===== config.mk =====
export PLATFORM = sky130hd
export DESIGN_NAME = banco_registradores
export DESIGN_NICKNAME = d
export VERILOG_FILES = /design/src/rtl/banco_registradores.sv
export SDC_FILE = /design/constraint.sdc
export NUM_CORES = 1
export LEC_CHECK = 0
export ABC_AREA = 0
export CAP_MARGIN = 20
export CORE_ASPECT_RATIO = 1.25
export CORE_MARGIN = 4
export CORE_UTILIZATION = 60
export CTS_BUF_LIST = sky130_fd_sc_hd__clkbuf_4
export DETAILED_ROUTE_END_ITERATION = 7
export PLACE_DENSITY = 0.81
export SLEW_MARGIN = 25
export SYNTH_ARGS = -nofsm -noshare
export SYNTH_HDL_FRONTEND = slang
export SYNTH_SLANG_ARGS = --single-unit

===== constraint.sdc =====
create_clock -name Clock -period 4.2 [get_ports Clock]
set_clock_uncertainty 0.2 [all_clocks]
set_input_delay 0.42 -clock Clock [delete_from_list [all_inputs] [get_ports Clock]]
set_output_delay 0.42 -clock Clock [all_outputs]
set_load 0.01 [all_outputs]

===== src/rtl/banco_registradores.sv =====
`default_nettype none
// +----------------------------------------------------------------------+
// | banco_registradores: signed register file with registered operand   |
// | capture, write-first bypass, R0 = 0 and adder-result status flags.   |
// | Rev 1.0                                                              |
// +----------------------------------------------------------------------+
module banco_registradores #(
  parameter int LARGURA = 8,
  parameter int NREG    = 8,
  parameter int ENDW    = 3
) (
  input  logic               Clock,
  input  logic               Resetn,
  input  logic [ENDW-1:0]    EndLeitura1,
  input  logic [ENDW-1:0]    EndLeitura2,
  input  logic               LeituraEn,
  input  logic [ENDW-1:0]    EndEscrita,
  input  logic               Escrita,
  input  logic [LARGURA-1:0] DadoEscrita,
  input  logic               FlagsEn,
  output logic [LARGURA-1:0] Operando1,
  output logic [LARGURA-1:0] Operando2,
  output logic               OperandosValidos,
  output logic               FlagZero,
  output logic               FlagNegativo,
  output logic               FlagOverflow
);

  localparam logic [ENDW-1:0] c_end_zero = '0;

  logic [LARGURA-1:0] r_regs [NREG];
  logic [LARGURA-1:0] r_op1;
  logic [LARGURA-1:0] r_op2;
  logic               r_validos;
  logic               r_zero;
  logic               r_neg;
  logic               r_ovf;
  logic [LARGURA-1:0] w_val1;
  logic [LARGURA-1:0] w_val2;
  logic               w_escreve;
  logic               w_ovf;

  // Entry 0 is reset to zero and never written, so it always reads as zero.
  assign w_escreve = Escrita && (EndEscrita != c_end_zero);

  function automatic logic [LARGURA-1:0] ler(
    input logic [ENDW-1:0]    a,
    input logic               esc,
    input logic [ENDW-1:0]    end_esc,
    input logic [LARGURA-1:0] dado,
    input logic [LARGURA-1:0] armazenado
  );
    logic [LARGURA-1:0] v;
    v = armazenado;
    if (a == '0)
      v = '0;
    else if (esc && (end_esc == a))
      v = dado;
    return v;
  endfunction

  always_comb begin
    w_val1 = ler(EndLeitura1, Escrita, EndEscrita, DadoEscrita, r_regs[EndLeitura1]);
    w_val2 = ler(EndLeitura2, Escrita, EndEscrita, DadoEscrita, r_regs[EndLeitura2]);
  end

  // Overflow compares the result sign against the operands currently presented to the adder.
  assign w_ovf = (r_op1[LARGURA-1] == r_op2[LARGURA-1]) &&
                 (DadoEscrita[LARGURA-1] != r_op1[LARGURA-1]);

  always_ff @(posedge Clock or negedge Resetn) begin
    if (!Resetn) begin
      for (int i = 0; i < NREG; i++)
        r_regs[i] <= '0;
    end else if (w_escreve) begin
      r_regs[EndEscrita] <= DadoEscrita;
    end
  end

  always_ff @(posedge Clock or negedge Resetn) begin
    if (!Resetn) begin
      r_op1     <= '0;
      r_op2     <= '0;
      r_validos <= 1'b0;
    end else begin
      r_validos <= LeituraEn;
      if (LeituraEn) begin
        r_op1 <= w_val1;
        r_op2 <= w_val2;
      end
    end
  end

  always_ff @(posedge Clock or negedge Resetn) begin
    if (!Resetn) begin
      r_zero <= 1'b0;
      r_neg  <= 1'b0;
      r_ovf  <= 1'b0;
    end else if (FlagsEn) begin
      r_zero <= (DadoEscrita == '0);
      r_neg  <= DadoEscrita[LARGURA-1];
      r_ovf  <= w_ovf;
    end
  end

  assign Operando1        = r_op1;
  assign Operando2        = r_op2;
  assign OperandosValidos = r_validos;
  assign FlagZero         = r_zero;
  assign FlagNegativo     = r_neg;
  assign FlagOverflow     = r_ovf;

endmodule
`default_nettype wire


==> key figures, run 1 <==
Timing
  • Fin. Hold Viols: 0
  • RSZ-0062 raised after global routing: false
  • Final worst slack: 1.512 ns
  • Slew HR: 0.2977
  • Max Freq: 372.0 MHz
  • Crit path time final: 2.688 ns
  • WHS: 0.2083 ns
  • Period utilization: 0.6401
  • Final Max Tran Viols: 0
  • Final setup viols: 0
  • Worst-Margin Slew: 1.048 ns
  • Post-route setup TNS: 0 ns

Floorplan
  • Initial Util: 0.6221
  • Core area: 7019 um^2
  • Die height: 103.4 um
  • Die Wd: 84.31 um
  • Die Area: 8715 um^2
  • Rows: 34
  • IO Pins: 42

Critical path
  • Worst-path maximum fanout: 11
  • WS Path Type: primary input to flip-flop
  • Setup crit start kind: primary input
  • Crit end category: flip-flop
  • Delay-heaviest family, CP: buffers and inverters
  • Reg2Reg Capture Point: Operando1[6]
  • Critical Path RT: 4.32 ns
  • WP buf/inv: 2
  • Data arrival, critical path: 2.81 ns
  • Reg-to-reg startpoint: r_regs[22]
  • R2R cell count: 3
  • Slowest cell on crit path: clkdlybuf4s50_1
  • Crit path cell chain: clkdlybuf4s50_1, buf_4, mux4_1, mux2_2, a221o_1
  • Reg-to-reg slack, setup: 2.36 ns
  • CP peak stage delay: 0.93 ns

Pwr
  • Peak supply drop: 0.2190 mV
  • PD cells: 415.6 nW/um^2
  • Leak pwr: 2.036 nW

Placement
  • Detailed placement HPWL: 6632 um
  • Dpl ws: 1.076 ns
  • Placer Congestion: 0.8087
  • Placed instance count: 401
  • IO buf count: 41

Worst hold path
  • Hold path cells: 0
  • HP Class: flip-flop to flip-flop
  • Hold EP: r_regs[59]
  • Hold Startpoint: r_regs[59]

Yosys
  • Mapped Area: 4367 um^2
  • Syn nets: 317
  • Cell variety after synth: 31
  • Top FF cell, synth: dfrtp_1
  • EDFF count, synth: 0
  • Synth warn: 0
  • Synthesis-stage register bit count: 84
  • Syn avg cell area: 14.80 um^2
  • Gate Count Post-Synth: 295
  • Asr flop ratio synth: 1.000
  • Seq/Total Area, Yosys: 0.4814

Clock tree
  • Num CTS Buffers: 9
  • Clock Latency Late Sink: 0.43 ns
  • Clk buf depth: 2
  • Resized cells post-CTS: 0
  • Clock Sinks: 84
  • CTS tree: yes
  • Clock transition at path regs: 0.12 ns
  • Root Buffer: clkbuf_4
  • H-tree levels: 3

Layout
  • Share of cells above drive strength 1: 0.3659
  • Post-Layout Cell Count: 418
  • Nets@finish: 345
  • Fillers: 495
  • Area of the multi-input gates: 2106 um^2
  • ANT cells: 0
  • Register area: 2102 um^2
  • Area growth from synthesis to layout: 12.89%

GRT
  • GRT Resource Usage Total: 0.2471
  • Initial antenna violation count: 0
  • Final global-route overflow total: 0
  • Largest net degree at the start of global routing: 85
  • Vias in the first global route: 2,926
  • First-pass GRT wire length: 15,880 um

Detailed routing
  • Vias per Instance: 6.718
  • Detail Route Antenna Nets: 0
  • Post-route DRC: 0
  • WL final: 10,140 um
  • Drt initial violations: 261
  • WL/cell: 24.25 um
  • DRT Pass-1 Iters: 4
  • Vias: 2,808

Run status
  • Status: finished clean

Run
  • Max_cap viols: 0
-- state kept, by name, indices dropped and copies added, names as in the netlist --
name              flops
r_regs               64
Operando2             8
FlagOverflow          1
OperandosValidos      1
FlagNegativo          1
FlagZero              1
Operando1             8
-- synth_stat cells, drive strengths merged, types with 2 or more instances --
cell    count  area [um^2]
dfrtp      84         2102
mux2       72        810.8
mux4       30        720.7
clkbuf     23        86.33
nor2b      17        106.4
a221o      16        160.2
buf        11        81.32
xnor2       6        52.55
nor2        5        18.77
a21oi       3        15.01
nand4       3        18.77
nand4b      3        26.28
mux2i       2        20.02
nand2       2        7.510
nor3        2        15.01
nor3b       2        15.01
nor4        2        12.51
nor4b       2        17.52
nor4bb      2        20.02
o31ai       2        15.01
-- metal layers --
metal  share of wire  up-vias  routed length, um  GRT usage
met5               0        -                  0          0
met4           0.033        0                335     0.1126
met1            0.41     1471               4157     0.3128
met3           0.064       27                651    0.04992
li1                -     1197                  -          -
met2            0.49      113               4991     0.4162
-- per-stage QoR --
stage          instance area (um^2)  utilization  power, W
2_1_floorplan                  4367            -  0.001432
3_3_place_gp                   4800       0.6838  0.001619
3_5_place_dp                   4800       0.6838  0.001648
4_1_cts                        4926       0.7018  0.002058
5_1_grt                        4930       0.7023  0.002156
6_report                       4930       0.7023  0.002049
-- worst reg2reg max path: stages, from the launching register on --
cell	delay, ns
dfrtp_1	0.43
mux4_1	0.50
mux2_2	0.28
a221o_1	0.34
-- cells by family after synthesis --
logic type,share of synthesized area
mux,0.3553
simple gates,0.06017
buf+inv,0.03925
flops,0.4814
compound gates,0.05186
xor+xnor,0.01203
-- how the worst max path moves through the flow --
stage / start / to / cells past startpoint
after floorplan: EndLeitura1[2] / Operando1[7] / 5
after global placement: EndLeitura1[1] / Operando1[3] / 5
after detailed placement: EndLeitura1[1] / Operando1[3] / 5
after CTS: EndLeitura1[1] / Operando1[3] / 5
after global routing: EndLeitura1[1] / Operando1[3] / 5
final: EndLeitura1[1] / Operando1[3] / 5
-- timing repair --
action | in CTS | in global routing
setup endpoints to repair | 0 | 0
hold buffers | 1 | 0
buffers inserted | 0 | 0
endpoints found under the hold margin | 68 | 0
-- layout make-up --
| type | count | share of cell area |
|---|---|---|
| Tap cell | 90 | 0.02284 |
| Clock inverter | 6 | 0.008376 |
| Inverter | 1 | 0.0007614 |
| Clock buffer | 10 | 0.01523 |
| Timing Repair Buffer | 51 | 0.09924 |
| Multi-Input combinational cell | 176 | 0.4272 |
| Sequential cell | 84 | 0.4264 |
-- cell usage in the layout, fill, tap and decap left out, types with 2 or more instances in the layout --
cell,instances
dfrtp_1,84
mux2_2,72
clkdlybuf4s50_1,40
mux4_2,18
nor2b_1,17
a221o_1,16
mux4_1,12
clkbuf_4,10
buf_4,9
xnor2_1,6
nor2_1,5
nand4b_1,3
nand4_1,3
a21oi_1,3
clkinvlp_4,3
nor4bb_2,2
o31ai_1,2
nor4b_1,2
nor3b_1,2
mux2i_1,2
nand2_1,2
nor4_1,2
clkinv_2,2
-- power breakdown --
group          internal (W)  total (W)  switching (W)  leakage [nW]
combinational      0.000356   0.000553       0.000198         0.941
clock              0.000127   0.000415       0.000288        0.0584
sequential         0.000965    0.00108       0.000115          1.04
total               0.00145    0.00205       0.000601          2.04
No activity file was read; power rests on OpenSTA's default activity.
==> inputs of run 2 (changes only) <==
--- a/config.mk
+++ b/config.mk
@@ -9,10 +9,10 @@
 export CAP_MARGIN = 20
 export CORE_ASPECT_RATIO = 1.25
 export CORE_MARGIN = 4
-export CORE_UTILIZATION = 60
+export CORE_UTILIZATION = 54
 export CTS_BUF_LIST = sky130_fd_sc_hd__clkbuf_4
 export DETAILED_ROUTE_END_ITERATION = 7
-export PLACE_DENSITY = 0.81
+export PLACE_DENSITY = 0.77
 export SLEW_MARGIN = 25
 export SYNTH_ARGS = -nofsm -noshare
 export SYNTH_HDL_FRONTEND = slang
==> constraint.sdc (replaced) <==
create_clock -name Clock -period 2.3 [get_ports Clock]
set_clock_uncertainty 0.2 [all_clocks]
set_input_delay 0.23 -clock Clock [delete_from_list [all_inputs] [get_ports Clock]]
set_output_delay 0.23 -clock Clock [all_outputs]
set_load 0.01 [all_outputs]
==> key figures, run 2 (synthesized netlist as in run 1, its figures left out) <==
Run status
  • Status: finished clean

Clock tree
  • Num CTS Buffers: 9 (unchanged)
  • Hold buffer count at cts: 3 (+2)
  • Clk buf depth: 2 (unchanged)
  • Clock Sinks: 84 (unchanged)
  • Root Buffer: clkbuf_4
  • CTS tree: yes
  • H-tree levels: 3 (unchanged)
  • Resized cells post-CTS: 0 (unchanged)
  • Postcts setup bufs: 0 (unchanged)
  • Clock transition at path regs: 0.13 ns (about the same)
  • Clock Latency Late Sink: 0.44 ns (about the same)

Critical path
  • WS Path Type: primary input to asynchronous set/reset pin
  • Critical Path RT: 2.67 ns (-1.65 ns)
  • Worst-path maximum fanout: 12 (+1)
  • Crit end category: asynchronous set/reset pin
  • Setup crit start kind: primary input
  • Data arrival, critical path: 2.44 ns (-0.37 ns)

Layout
  • Share of cells above drive strength 1: 0.4006 (+0.03471)
  • Fillers: 569 (+15%)
  • Post-Layout Cell Count: 447 (+6.9%)
  • Area growth from synthesis to layout: 19.60%
  • Top reg by flops: r_regs
  • Most frequent cells in the layout: 84 x dfrtp_1, 72 x mux2_2, 40 x clkdlybuf4s50_1, 27 x buf_4, 18 x mux4_2
  • Most common cell after layout, fill and taps aside: dfrtp_1
  • Area of the multi-input gates: 2106 um^2 (unchanged)
  • Nets@finish: 369 (+7.0%)
  • Register area: 2102 um^2 (unchanged)
  • ANT cells: 0 (unchanged)
  • Max FFs per register: 64 (unchanged)

GRT
  • Initial antenna violation count: 0 (unchanged)
  • Largest net degree at the start of global routing: 64 (-25%)
  • Vias in the first global route: 3,041 (+3.9%)
  • Final global-route overflow total: 0 (unchanged)
  • GRT Resource Usage Total: 0.2424 (-0.004667)
  • First-pass GRT wire length: 16,860 um (+6.2%)

Placement
  • Placed instance count: 428 (+6.7%)
  • Placer Congestion: 0.8799 (+8.8%)
  • Dpl ws: -0.1569 ns (-1.233 ns)
  • Detailed placement HPWL: 7169 um (+8.1%)
  • IO buf count: 41 (unchanged)

Detailed routing
  • Vias: 2,906 (+3.5%)
  • WL final: 10,520 um (+3.8%)
  • Post-route DRC: 0 (unchanged)
  • WL/cell: 23.53 um (-3.0%)
  • Drt initial violations: 185 (-29%)
  • Vias per Instance: 6.501 (-3.2%)
  • Detail Route Antenna Nets: 0 (unchanged)
  • DRT Pass-1 Iters: 4 (unchanged)

Timing
  • Crit path time final: 2.071 ns
  • Fin. Hold Viols: 0 (unchanged)
  • Final Max Tran Viols: 0 (unchanged)
  • Final worst slack: 0.2291 ns (-1.283 ns)
  • Worst-Margin Slew: 0.9776 ns (-0.07008 ns)
  • Period utilization: 0.9004
  • Max Freq: 482.9 MHz
  • Final setup viols: 0 (unchanged)
  • RSZ-0062 raised after global routing: false
  • Slew HR: 0.3469 (+0.04919)

Floorplan
  • Die Area: 9598 um^2 (+10%)
  • Rows: 36 (+5.9%)
  • IO Pins: 42 (unchanged)
  • Die height: 108.5 um (+5.0%)
  • Die Wd: 88.43 um (+4.9%)
  • Core area: 7838 um^2 (+12%)
  • Initial Util: 0.5572 (-0.06495)

Pwr
  • PD cells: 762.9 nW/um^2 (+84%)
  • Leak pwr: 2.196 nW (+7.8%)
  • Peak supply drop: 0.4344 mV (+98%)

Worst hold path
  • HP Class: flip-flop to flip-flop

Run
  • Max_cap viols: 0 (unchanged)
-- run 2: cell types whose count changed in the layout (fill, tap and decap cells not counted), sizes merged --
cell / delta
buf: +22
bufinv: +2
clkinvlp: -2
dlygate4sd3: +2
clkbuf: +1
clkinv: -1
-- run 2: worst max-delay path, cell delays in order --
cell	delay, ns
dlygate4sd3_1	0.52
dlygate4sd3_1	0.54
buf_4	0.22
dlygate4sd3_1	0.93
-- run 2: area by class of cell --
type | instances | area share
timing repair buffer | 75 | 0.1404
inverter | 1 | 0.0007187
tap | 95 | 0.02276
multi-input combinational | 176 | 0.4032
clock buffer | 11 | 0.01581
clock inverter | 5 | 0.01461
sequential | 84 | 0.4025
-- run 2: routing by layer --
| metal | up-vias | global-route usage | share of wire |
|---|---|---|---|
| li1 | 1242 | - | - |
| met5 | - | 0 | 0 |
| met2 | 138 | 0.3754 | 0.50 |
| met4 | 0 | 0.1112 | 0.029 |
| met1 | 1504 | 0.3195 | 0.40 |
| met3 | 22 | 0.06326 | 0.073 |
-- run 2: power breakdown --
part | switching [W] | leakage, nW | internal, W
registers | 0.000208 | 1.04 | 0.00176
logic | 0.000372 | 1.07 | 0.000685
clock network | 0.000495 | 0.0845 | 0.000461
-- run 2: path summary, 6_finish.rpt --
kind                            cells after the start      startpoint           end  slack (ns)
worst min register to register                      0      r_regs[57]    r_regs[57]        0.21
worst max register to register                      3      r_regs[38]  Operando1[6]        0.46
worst max-delay path                                4          Resetn  Operando2[3]        0.23
min in group asynchronous                           3          Resetn     r_regs[5]        0.50
max in group Clock                                  6  EndLeitura1[1]  Operando1[4]        0.25
worst min-delay path                                0      r_regs[57]    r_regs[57]        0.21
-- run 2: stage by stage --
stage	area [um^2]	setup TNS [ns]	power (W)	util	hold slack (ns)
floorplan	4367	0	0.002615	-	-0.2656
global placement	5034	-1.379	0.002996	0.6422	-0.05566
detailed placement	5034	-1.959	0.003052	0.6422	-0.05094
CTS	5223	0	0.004010	0.6663	0.2141
global route	5223	0	0.004196	0.6663	0.2323
finish	5223	0	0.003984	0.6663	0.2106
